--- src/rtl/fpu_scoreboard.sv ---
// fpu_scoreboard
//   Sits between the FPU controller and the float register file. It registers
//   the controller writeback onto the register file write port and keeps a
//   per-register count of FPU results still in flight. Decode is stalled when
//   an issuing instruction reads a register with a pending result, or when an
//   FPU op would push its destination counter past its limit.
//
// Ports
//   clk, xrst            clock, asynchronous active-low reset
//   issue_valid          decode presents an instruction this cycle
//   issue_fpu            instruction is an FPU op writing float rd
//   issue_use_rs/_rt     instruction reads float issue_rs / issue_rt
//   issue_rs/_rt/_rd     float source and destination indices
//   wb_enable/addr/data  FPU controller result
//   wb_float             result targets the float register file
//   stall                combinational hold to decode
//   fr_we/addr/data      registered float register file write port
//   pending              bit i set while register i has results in flight
//   err                  sticky: a result retired to a register with zero count
module fpu_scoreboard #(
    parameter int CNT_W = 3
) (
    input  logic        clk,
    input  logic        xrst,
    input  logic        issue_valid,
    input  logic        issue_fpu,
    input  logic        issue_use_rs,
    input  logic        issue_use_rt,
    input  logic [4:0]  issue_rs,
    input  logic [4:0]  issue_rt,
    input  logic [4:0]  issue_rd,
    input  logic        wb_enable,
    input  logic [4:0]  wb_addr,
    input  logic [31:0] wb_data,
    input  logic        wb_float,
    output logic        stall,
    output logic        fr_we,
    output logic [4:0]  fr_addr,
    output logic [31:0] fr_data,
    output logic [31:0] pending,
    output logic        err
);

    localparam logic [CNT_W-1:0] CNT_MAX = {CNT_W{1'b1}};

    logic [CNT_W-1:0] cnt [32];
    logic             accept;
    logic [31:0]      inc_vec;
    logic [31:0]      ret_vec;

    // Hazard check against the current counters. A result is only released
    // once its counter has dropped, i.e. the cycle after fr_we, so readers see
    // the written value without any bypass path.
    always_comb begin
        stall = 1'b0;
        if (issue_valid) begin
            stall = (issue_use_rs && (cnt[issue_rs] != '0)) ||
                    (issue_use_rt && (cnt[issue_rt] != '0)) ||
                    (issue_fpu    && (cnt[issue_rd] == CNT_MAX));
        end
    end

    assign accept = issue_valid & issue_fpu & ~stall;

    // One-hot increment / retire selects; at most one of each per cycle.
    always_comb begin
        inc_vec = '0;
        ret_vec = '0;
        if (accept) begin
            inc_vec[issue_rd] = 1'b1;
        end
        if (fr_we) begin
            ret_vec[fr_addr] = 1'b1;
        end
    end

    // Write stage: one cycle from controller writeback to register file port.
    always_ff @(posedge clk or negedge xrst) begin
        if (!xrst) begin
            fr_we   <= 1'b0;
            fr_addr <= '0;
            fr_data <= '0;
        end else begin
            fr_we   <= wb_enable & wb_float;
            fr_addr <= wb_addr;
            fr_data <= wb_data;
        end
    end

    // Counter update. The decrement lands on the same edge the register file
    // captures fr_data. A retire against an empty counter is flagged but the
    // counter stays at zero rather than wrapping.
    always_ff @(posedge clk or negedge xrst) begin
        if (!xrst) begin
            for (int i = 0; i < 32; i++) begin
                cnt[i] <= '0;
            end
        end else begin
            for (int i = 0; i < 32; i++) begin
                if (inc_vec[i] && !ret_vec[i]) begin
                    cnt[i] <= cnt[i] + 1'b1;
                end else if (ret_vec[i] && !inc_vec[i] && (cnt[i] != '0)) begin
                    cnt[i] <= cnt[i] - 1'b1;
                end
            end
        end
    end

    always_ff @(posedge clk or negedge xrst) begin
        if (!xrst) begin
            err <= 1'b0;
        end else if (fr_we && (cnt[fr_addr] == '0)) begin
            err <= 1'b1;
        end
    end

    always_comb begin
        pending = '0;
        for (int i = 0; i < 32; i++) begin
            pending[i] = (cnt[i] != '0);
        end
    end

endmodule

--- config.mk ---
export PLATFORM = sky130hd
export DESIGN_NAME = fpu_scoreboard
export DESIGN_NICKNAME = d
export VERILOG_FILES = /design/src/rtl/fpu_scoreboard.sv
export SDC_FILE = /design/constraint.sdc
export NUM_CORES = 1
export LEC_CHECK = 0
export CAP_MARGIN = 20
export CORE_MARGIN = 2
export CORE_UTILIZATION = 45
export DETAILED_ROUTE_END_ITERATION = 10
export PLACE_DENSITY = 0.68
export SLEW_MARGIN = 20
export SYNTH_ARGS = -nofsm -noshare
export SYNTH_HDL_FRONTEND = slang
export SYNTH_SLANG_ARGS = --single-unit
--- constraint.sdc ---
create_clock -name clk -period 11.7 [get_ports clk]
set_input_delay 1.17 -clock clk [delete_from_list [all_inputs] [get_ports clk]]
set_output_delay 1.17 -clock clk [all_outputs]
set_load 0.05 [all_outputs]
==> flow_results.org, run 1 <==
** Timing
- Final Hold Fails :: 0
- After layout, the minimum clock period comes to 6360 ps.
- Worst clock skew on the final layout :: 16.8 ps
- RSZ-0062 raised after global routing :: no
- For the pin with the worst max-slew slack, the measured transition is 1060 ps.
- Setup TNS :: 0 ps
- Final slew viol count :: 0
- Maximum achievable frequency :: 0.157 GHz
- Period Utilization, post-route :: 0.544
- Worst slew margin relative to its limit :: 0.293
- Setup violations remaining at the end of the flow were counted as 0.

** Power and ir drop
- Leak Pwr :: 4.60 nW
- The design draws 2.14 mW.
- IR analysis of the VDD net gives a maximum drop of 0.129 mV.
- Internal power comes to 1.23 mW.
- In this run the power spent charging and discharging nets is 0.918 mW.
- Of the total power, combinational logic draws 0.376.
- Of the total power, the share spent switching nets is 0.428.
- Of the total power, the clock network draws 0.254.
- Cell Pwr Density :: 185 nW/um2
- Of the total power, registers draw 0.370.

** Global routing
- Overflow left after global routing :: 0
- Met3 track demand over resource :: 0.0728
- The number of global-route vias before repair was 8328.
- Wire length of the first global-routing pass :: 47.3 mm
- The number of antenna violations at the first check in global routing is 0.
- In this run the most used layer during global routing was met2.
- M1 GR Usage :: 0.382
- Met2 Use GR :: 0.428
- Maximum number of pins on one net before global-route repair :: 74
- GRT Total Usage :: 0.278

** Logic synthesis
- Net count after synthesis :: 1068
- Dominant synthesized flop cell :: dfrtp_1
- Sequential cell area fraction in the yosys report :: 0.355
- Number of warnings printed during yosys synthesis :: 0
- EDFF count, synth :: 0
- Cells after synthesis :: 976
- Mean instance size in the synthesized netlist :: 9.75 um2
- Fraction of registers with async set/reset :: 1.00
- The synthesized design contains 135 register bits.
- Distinct cell type count of the synthesized netlist :: 79
- Summing every instance area after synthesis gives 9510 um2.

** Floorplanning
- Chip height :: 149 um
- During I/O placement, the number of pins put on the boundary was 132.
- From left edge to right edge, the die measures 149 um.
- Floorplan die area :: 22300 um2
- Effective utilization at floorplan :: 0.455
- The initialized floorplan defines 53 standard-cell rows.
- Core area :: 20900 um2

** Finish
- After the last flow step, the layout net total stands at 1175.
- In the final layout, the share of cells above drive strength 1 is 0.0830.
- Inserted Diodes :: 0
- Final Util :: 0.555
- The area growth from synthesis to layout is 21.9%.
- For this run, the number of standard cells in the final layout without fillers is 1371.

** Worst setup path
- Cell repeated most along the worst path :: clkdlybuf4s50_1
- STA classifies the critical path startpoint as an input pin.
- For the worst setup path, the data arrival time is 5190 ps.
- Worst path required time :: 10530 ps
- On the worst path, the slowest cell contributes a delay of 1100 ps.
- Critical path capture point type :: output pin
- Critical path peak fanout :: 25
- CP Cell Sequence :: clkdlybuf4s50_1, or4b_1, a211oi_1, nor4_1, a21boi_0, nand4_1, nand3_2, and2_1, clkdlybuf4s50_1
- Kind of critical path :: in -> out
- The largest individual stage delay along the critical path comes from the cell clkdlybuf4s50_1.

** Job
- Max-cap violations in this run came to 0.

** Drt
- Total routed wirelength :: 30.2 mm
- Routed via count :: 8632
- Using the TritonRoute via totals, the vias-per-cell ratio works out to 6.30.
- The pre-antenna-repair detailed-routing pass consisted of 7 iterations.
- In the routed design, unresolved DRC markers number 0.
- Initial DRC Count :: 939
- The count of nets left with antenna violations once routing finished came out at 0.
- Routed length per instance :: 22.0 um

** Placed design
- The congestion estimate from routability-driven global placement came to 0.998.
- Total placed cells including tap cells :: 1339
- Half-perimeter wire length of the detailed placement result :: 22.1 mm
- In this run the tool buffered the top-level ports with 131 buffer cells.

** CTS
- After clock tree synthesis, the flow added hold-fix buffers numbering 0.
- Clock Tree Root :: clkbuf_16
- TritonCTS built the clock tree.
- Clock tree synthesis inserted a total of 17 buffers.
- H-tree depth :: 4
- The number of gates resized after CTS was 0.
- Register clock-pin slew on the reported worst setup and hold paths :: 60 ps
- Post-CTS setup-driven buffer insertion count :: 0
- Counting along the longest clock path gives a buffer depth of 2.
- Worst-Skew Late Latency :: 430 ps
- Number of sinks handled by clock tree synthesis :: 135

** Hold path
- In this run the worst hold path is classified as reg -> reg.

** Status
- The run finished with clean final reports.
-- cells in the mapped netlist, types with 16 or more instances --
library cell / number / share of area
inv_1: 33 / 0.013
or3_1: 19 / 0.012
nor2b_1: 19 / 0.012
xnor2_1: 16 / 0.015
mux2i_1: 69 / 0.073
a32o_1: 20 / 0.021
nand4_1: 24 / 0.016
nor2_1: 80 / 0.032
nand2_1: 90 / 0.036
xor2_1: 42 / 0.039
nor3_1: 43 / 0.023
fa_1: 32 / 0.067
nand3_1: 36 / 0.019
dfrtp_1: 135 / 0.36
buf_2: 23 / 0.012
clkbuf_1: 28 / 0.011
mux4_2: 20 / 0.047
-- worst max-delay path, delay by kind of cell --
family	cells	cell delay [ps]
AOI/OAI and AO/OA	2	500
buffers and inverters	2	1800
and+or+nand+nor	5	1700
-- cell usage in the layout, fill, tap and decap left out, types with 15 or more instances in the layout --
master	synthesis	final
xnor2_1	16	16
o22ai_1	15	15
or3_1	19	19
a32o_1	20	20
nand2b_1	15	15
nand2_1	90	90
nand4_1	24	24
clkbuf_16	0	17
nor3_1	43	43
nand3_1	36	36
nor2_1	80	80
fa_1	32	32
mux4_2	20	20
inv_1	33	33
clkdlybuf4s50_1	0	129
xor2_1	42	42
nor2b_1	19	19
dfrtp_1	135	135
mux2i_1	69	69
-- stage by stage --
stage	area (um2)	hold WS, ps	setup slack (ps)
2_1_floorplan	9510	450	7150
3_3_place_gp	11000	480	5510
3_5_place_dp	11000	480	5450
4_1_cts	11600	492	5450
5_1_grt	11600	507	5160
6_report	11600	489	5340
-- area by class of cell --
| cell class | instances | area, um2 |
|---|---|---|
| fill | 1890 | 9290 |
| multi-input combinational | 752 | 5770 |
| sequential | 135 | 3380 |
| timing repair buffer | 143 | 1400 |
| clock buffer | 18 | 429 |
| tap | 275 | 344 |
| clock inverter | 14 | 153 |
| inverter | 34 | 128 |
-- kinds of logic after synthesis --
kind of cell               Yosys count  share of synthesized area
adders and majority gates           32                     0.0673
muxes                               98                      0.131
xor gates and xnor gates            58                     0.0534
buffers and inverters               89                     0.0389
AOI/OAI and AO/OA                  164                      0.136
and+or+nand+nor                    400                      0.219
DFF                                135                      0.355
-- power by group through the flow --
stage | clock network, mW | registers, mW | logic [mW]
5_1_grt | 0.577 | 0.818 | 0.868
3_3_place_gp | 0 | 0.794 | 0.778
3_5_place_dp | 0 | 0.796 | 0.793
6_report | 0.544 | 0.794 | 0.806
4_1_cts | 0.554 | 0.790 | 0.798
2_1_floorplan | 0 | 0.757 | 0.537
-- final timing paths --
kind,cells past startpoint,to,slack [ps],startpoint
max,9,stall,5340,issue_rd[2]
min,1,cnt[65]$_DFFE_PN0P_,490,cnt[65]$_DFFE_PN0P_
max reg2reg,15,cnt[47]$_DFFE_PN0P_,6530,cnt[60]$_DFFE_PN0P_
min reg2reg,1,cnt[65]$_DFFE_PN0P_,490,cnt[65]$_DFFE_PN0P_
max in group asynchronous,2,err$_DFFE_PN0P_,9610,xrst
min in group asynchronous,1,cnt[14]$_DFFE_PN0P_,700,xrst
-- layer usage --
metal | routed length (um) | vias to the layer above
met5 | 0 | -
met4 | 1010 | 0
met3 | 3020 | 66
met2 | 13700 | 507
met1 | 12500 | 4228
li1 | - | 3831
-- state kept, by name (all words and copies together) (netlist names) --
register and count:
fr_data 32, err 1, cnt 96, fr_addr 5
fr_we 1
Power figures use the tool's default switching activity.
==> run 2: changes to the inputs <==
--- a/config.mk
+++ b/config.mk
@@ -9,7 +9,7 @@
 export CORE_MARGIN = 2
 export CORE_UTILIZATION = 45
 export DETAILED_ROUTE_END_ITERATION = 10
-export PLACE_DENSITY = 0.68
+export PLACE_DENSITY = 0.7
 export SLEW_MARGIN = 20
 export SYNTH_ARGS = -nofsm -noshare
 export SYNTH_HDL_FRONTEND = slang
==> constraint.sdc (replaced) <==
create_clock -name clk -period 5.8 [get_ports clk]
set_input_delay 0.58 -clock clk [delete_from_list [all_inputs] [get_ports clk]]
set_output_delay 0.58 -clock clk [all_outputs]
set_load 0.05 [all_outputs]
==> run 2 against run 1 <==
Utilization rose by 0.31 points. Sequential power rose by 100%. Die area did not move. Critical path type unchanged. Critical endpoint unchanged.
==> flow_results.org, run 2 (synthesis results as in run 1) <==
** Worst setup path
- CP Data Arrival Time :: 4480 ps (-710 ps)
- CP Cell Sequence :: clkdlybuf4s50_1, buf_4, or3b_1, o221ai_1, o21ai_0, nand4_1, nand4_1, nand3_2, buf_4, and2_1, clkdlybuf4s50_1
- Worst path required time :: 5220 ps (-5310 ps)
- Cell class contributing the biggest share of worst-path delay :: buffers and inverters
- Critical path peak fanout :: 13 (-48%)
- The longest individual stage delay on the worst path came to 830 ps (-270 ps).
- On the critical path, the stage with the largest delay is an instance of clkdlybuf4s50_1.
- The worst setup path is launched from an input pin.
- Total buffers and inverters traversed by the critical path :: 4 (+2)
- Kind of critical path :: in -> out
- Critical path capture point type :: output pin

** Drt
- Initial DRC Count :: 909 (-3.2%)
- Total routed wirelength :: 30.6 mm (+1.5%)
- The post-detailed-route wirelength per cell is 22.2 um (+0.73%).
- The final routed DRC violation total came to 0 (unchanged).
- The count of nets left with antenna violations after detail routing came to 0 (unchanged).
- The via total after detailed routing is 8620 (-0.14%).
- The number of detailed-routing iterations run before antenna repair came to 7 (unchanged).
- Via-to-Cell Ratio :: 6.24 (-0.86%)

** Finish
- The share of final-layout standard cells stronger than drive strength 1 was 0.0914 (+0.00837).
- The number of flip-flops under the largest register name was 96 (unchanged).
- The number of fill cells in the layout was 1845 (-2.4%).
- The sequential cell area was 3380 um2 (unchanged).
- The library cell used most frequently in the layout, excluding fill and tap cells, is dfrtp_1.
- The library cells used most frequently in the layout, excluding fill and tap cells, are dfrtp_1 (135), clkdlybuf4s50_1 (129), nand2_1 (90).
- Final cell area excluding filler cells :: 11700 um2 (+0.56%)
- Area taken by multi-input logic gates :: 5770 um2 (unchanged)
- Compared with the post-synthesis result, the final layout area differs by 22.6%.
- In the final layout, the registers with the most flip-flops are cnt (96), fr_data (32), fr_addr (5).
- Largest Register :: cnt
- Nets@finish :: 1184 (+0.77%)

** CTS
- The clock buffer count from CTS is 17 (unchanged).
- Clock tree buffer depth :: 2 (unchanged)
- H-tree depth :: 4 (unchanged)
- CTS Hold Bufs :: 0 (unchanged)
- Worst-Skew Late Latency :: 440 ps (about the same)
- CTS tree :: yes
- The number of gates given a new drive strength after cts is 0 (unchanged).
- The clock slew seen by the registers of the worst setup and hold paths was 70 ps (about the same).
- Number of sinks handled by clock tree synthesis :: 135 (unchanged)
- In this run the clock root is driven by a clkbuf_16.
- Post-CTS setup-driven buffer insertion count :: 0 (unchanged)

** Global routing
- The met3 capacity usage during global routing came to 0.0758 (+0.00306).
- Initial antenna violation count :: 1 (+1)
- The overall overflow remaining after global route was 0 (unchanged).
- Met2 Use GR :: 0.419 (-0.00940)
- The global-route track usage on met1 is 0.394 (+0.0120).
- Wire length of the first global-routing pass :: 47.8 mm (+1.0%)
- Most Used Layer, Global Route :: met2
- The maximum number of pins on one net before global-route repair was 90 (+22%).
- Vias in the first global route :: 8377 (+0.59%)
- The global-route total usage across every layer came to 0.283 (+0.00502).

** Floorplanning
- Number of ports placed on the die boundary :: 132 (unchanged)
- The core area came to 20900 um2 (unchanged).
- The area of the die was 22300 um2 (unchanged).
- Chip height :: 149 um (unchanged)
- Effective utilization at floorplan :: 0.455 (unchanged)
- DIE WIDTH :: 149 um (unchanged)
- The count of standard-cell rows came to 53 (unchanged).

** Timing
- Final slew viol count :: 0 (unchanged)
- The relative max-transition margin is 0.290 (-0.00291).
- Setup violation total in the final timing report :: 0 (unchanged)
- The summed negative setup slack over all endpoints is 0 ps (unchanged).
- The count of endpoints failing hold in the final timing report was 0 (unchanged).
- Maximum achievable frequency :: 0.198 GHz
- RSZ-0062 raised after global routing :: no
- Transition time at the pin with the least slew margin :: 1060 ps (+4.37 ps)
- Worst clock skew on the final layout :: 12.9 ps (-3.93 ps)
- The worst hold-check slack is 189 ps (-300 ps).
- The worst path in the final design needs a cycle of 5060 ps, including I/O delays and setup.
- Period Utilization, post-route :: 0.873

** Power and ir drop
- The worst vdd rail ir drop was 0.276 mV (+110%).
- The leakage component of the power was 4.65 nW (+1.1%).
- Cell Pwr Density :: 371 nW/um2 (+100%)

** Placed design
- Half-perimeter wire length of the detailed placement result :: 22.7 mm (+2.7%)
- The routability congestion estimate came to 0.989 (-0.90%).
- The count of buffers from port buffering was 131 (unchanged).
- The total cell area at the placement stage came to 11100 um2 (+0.61%).

** Hold path
- Hold Path Class :: in -> async

** Job
- Count of max-cap constraint violations :: 0 (unchanged)

** Status
- Outcome :: completed
## run 2: cell count changes in the layout (fill, tap and decap cells not counted), sizes merged
| cell | delta |
|---|---|
| clkinvlp | -2 |
| clkinv | +1 |
| buf | +9 |
| diode | +1 |
| clkbuf | -1 |
| inv | +3 |
| bufinv | -1 |
## run 2: layout make-up
cell class / instances / area share
multi-input cells: 752 / 0.494
flip-flops and latches: 135 / 0.290
repair buffers: 152 / 0.126
clock buffers: 17 / 0.0365
well taps: 275 / 0.0295
clock inverters: 15 / 0.0130
inverters: 34 / 0.0109
diodes: 1 / 0.000215
## run 2: power breakdown
part           internal, mW  leakage (nW)  switching [mW]
clock                 0.576         0.285           0.507
combinational         0.696          2.79           0.948
sequential             1.18          1.57           0.422
total                  2.45          4.65            1.88
## run 2: final timing paths
kind / cells after the start / slack [ps] / end / startpoint
min in group clk: 1 / 490 / cnt[83]$_DFFE_PN0P_ / cnt[83]$_DFFE_PN0P_
min: 1 / 190 / cnt[19]$_DFFE_PN0P_ / xrst
max in group asynchronous: 2 / 4490 / cnt[84]$_DFFE_PN0P_ / xrst
max reg2reg: 12 / 1030 / cnt[47]$_DFFE_PN0P_ / cnt[11]$_DFFE_PN0P_
max: 11 / 740 / stall / issue_rd[0]
min reg2reg: 1 / 490 / cnt[83]$_DFFE_PN0P_ / cnt[83]$_DFFE_PN0P_
## run 2: metrics by stage
| step | std cells | utilization | power [mW] | setup slack [ps] |
|---|---|---|---|---|
| finish | 1381 | 0.558 | 4.33 | 737 |
| global route | 1380 | 0.558 | 4.56 | 579 |
| CTS | 1380 | 0.558 | 4.33 | 810 |
| detailed placement | 1348 | 0.530 | 3.23 | 511 |
| global placement | 1348 | 0.530 | 3.19 | 543 |
| floorplan | 976 | - | 2.61 | 1830 |
## run 2: metal layers
metal | share of wire | vias up
met5 | 0 | -
met4 | 0.037 | 0
met3 | 0.11 | 82
met2 | 0.44 | 497
met1 | 0.41 | 4186
li1 | - | 3855
==> run 3: changes to the inputs <==
--- a/config.mk
+++ b/config.mk
@@ -5,6 +5,7 @@
 export SDC_FILE = /design/constraint.sdc
 export NUM_CORES = 1
 export LEC_CHECK = 0
+export ABC_AREA = 0
 export CAP_MARGIN = 20
 export CORE_MARGIN = 2
 export CORE_UTILIZATION = 45
@@ -14,3 +15,4 @@
 export SYNTH_ARGS = -nofsm -noshare
 export SYNTH_HDL_FRONTEND = slang
 export SYNTH_SLANG_ARGS = --single-unit
+export TNS_END_PERCENT = 5
==> results of run 3 <==
No change in the layout: final DEF, timing and power equal those of run 2.
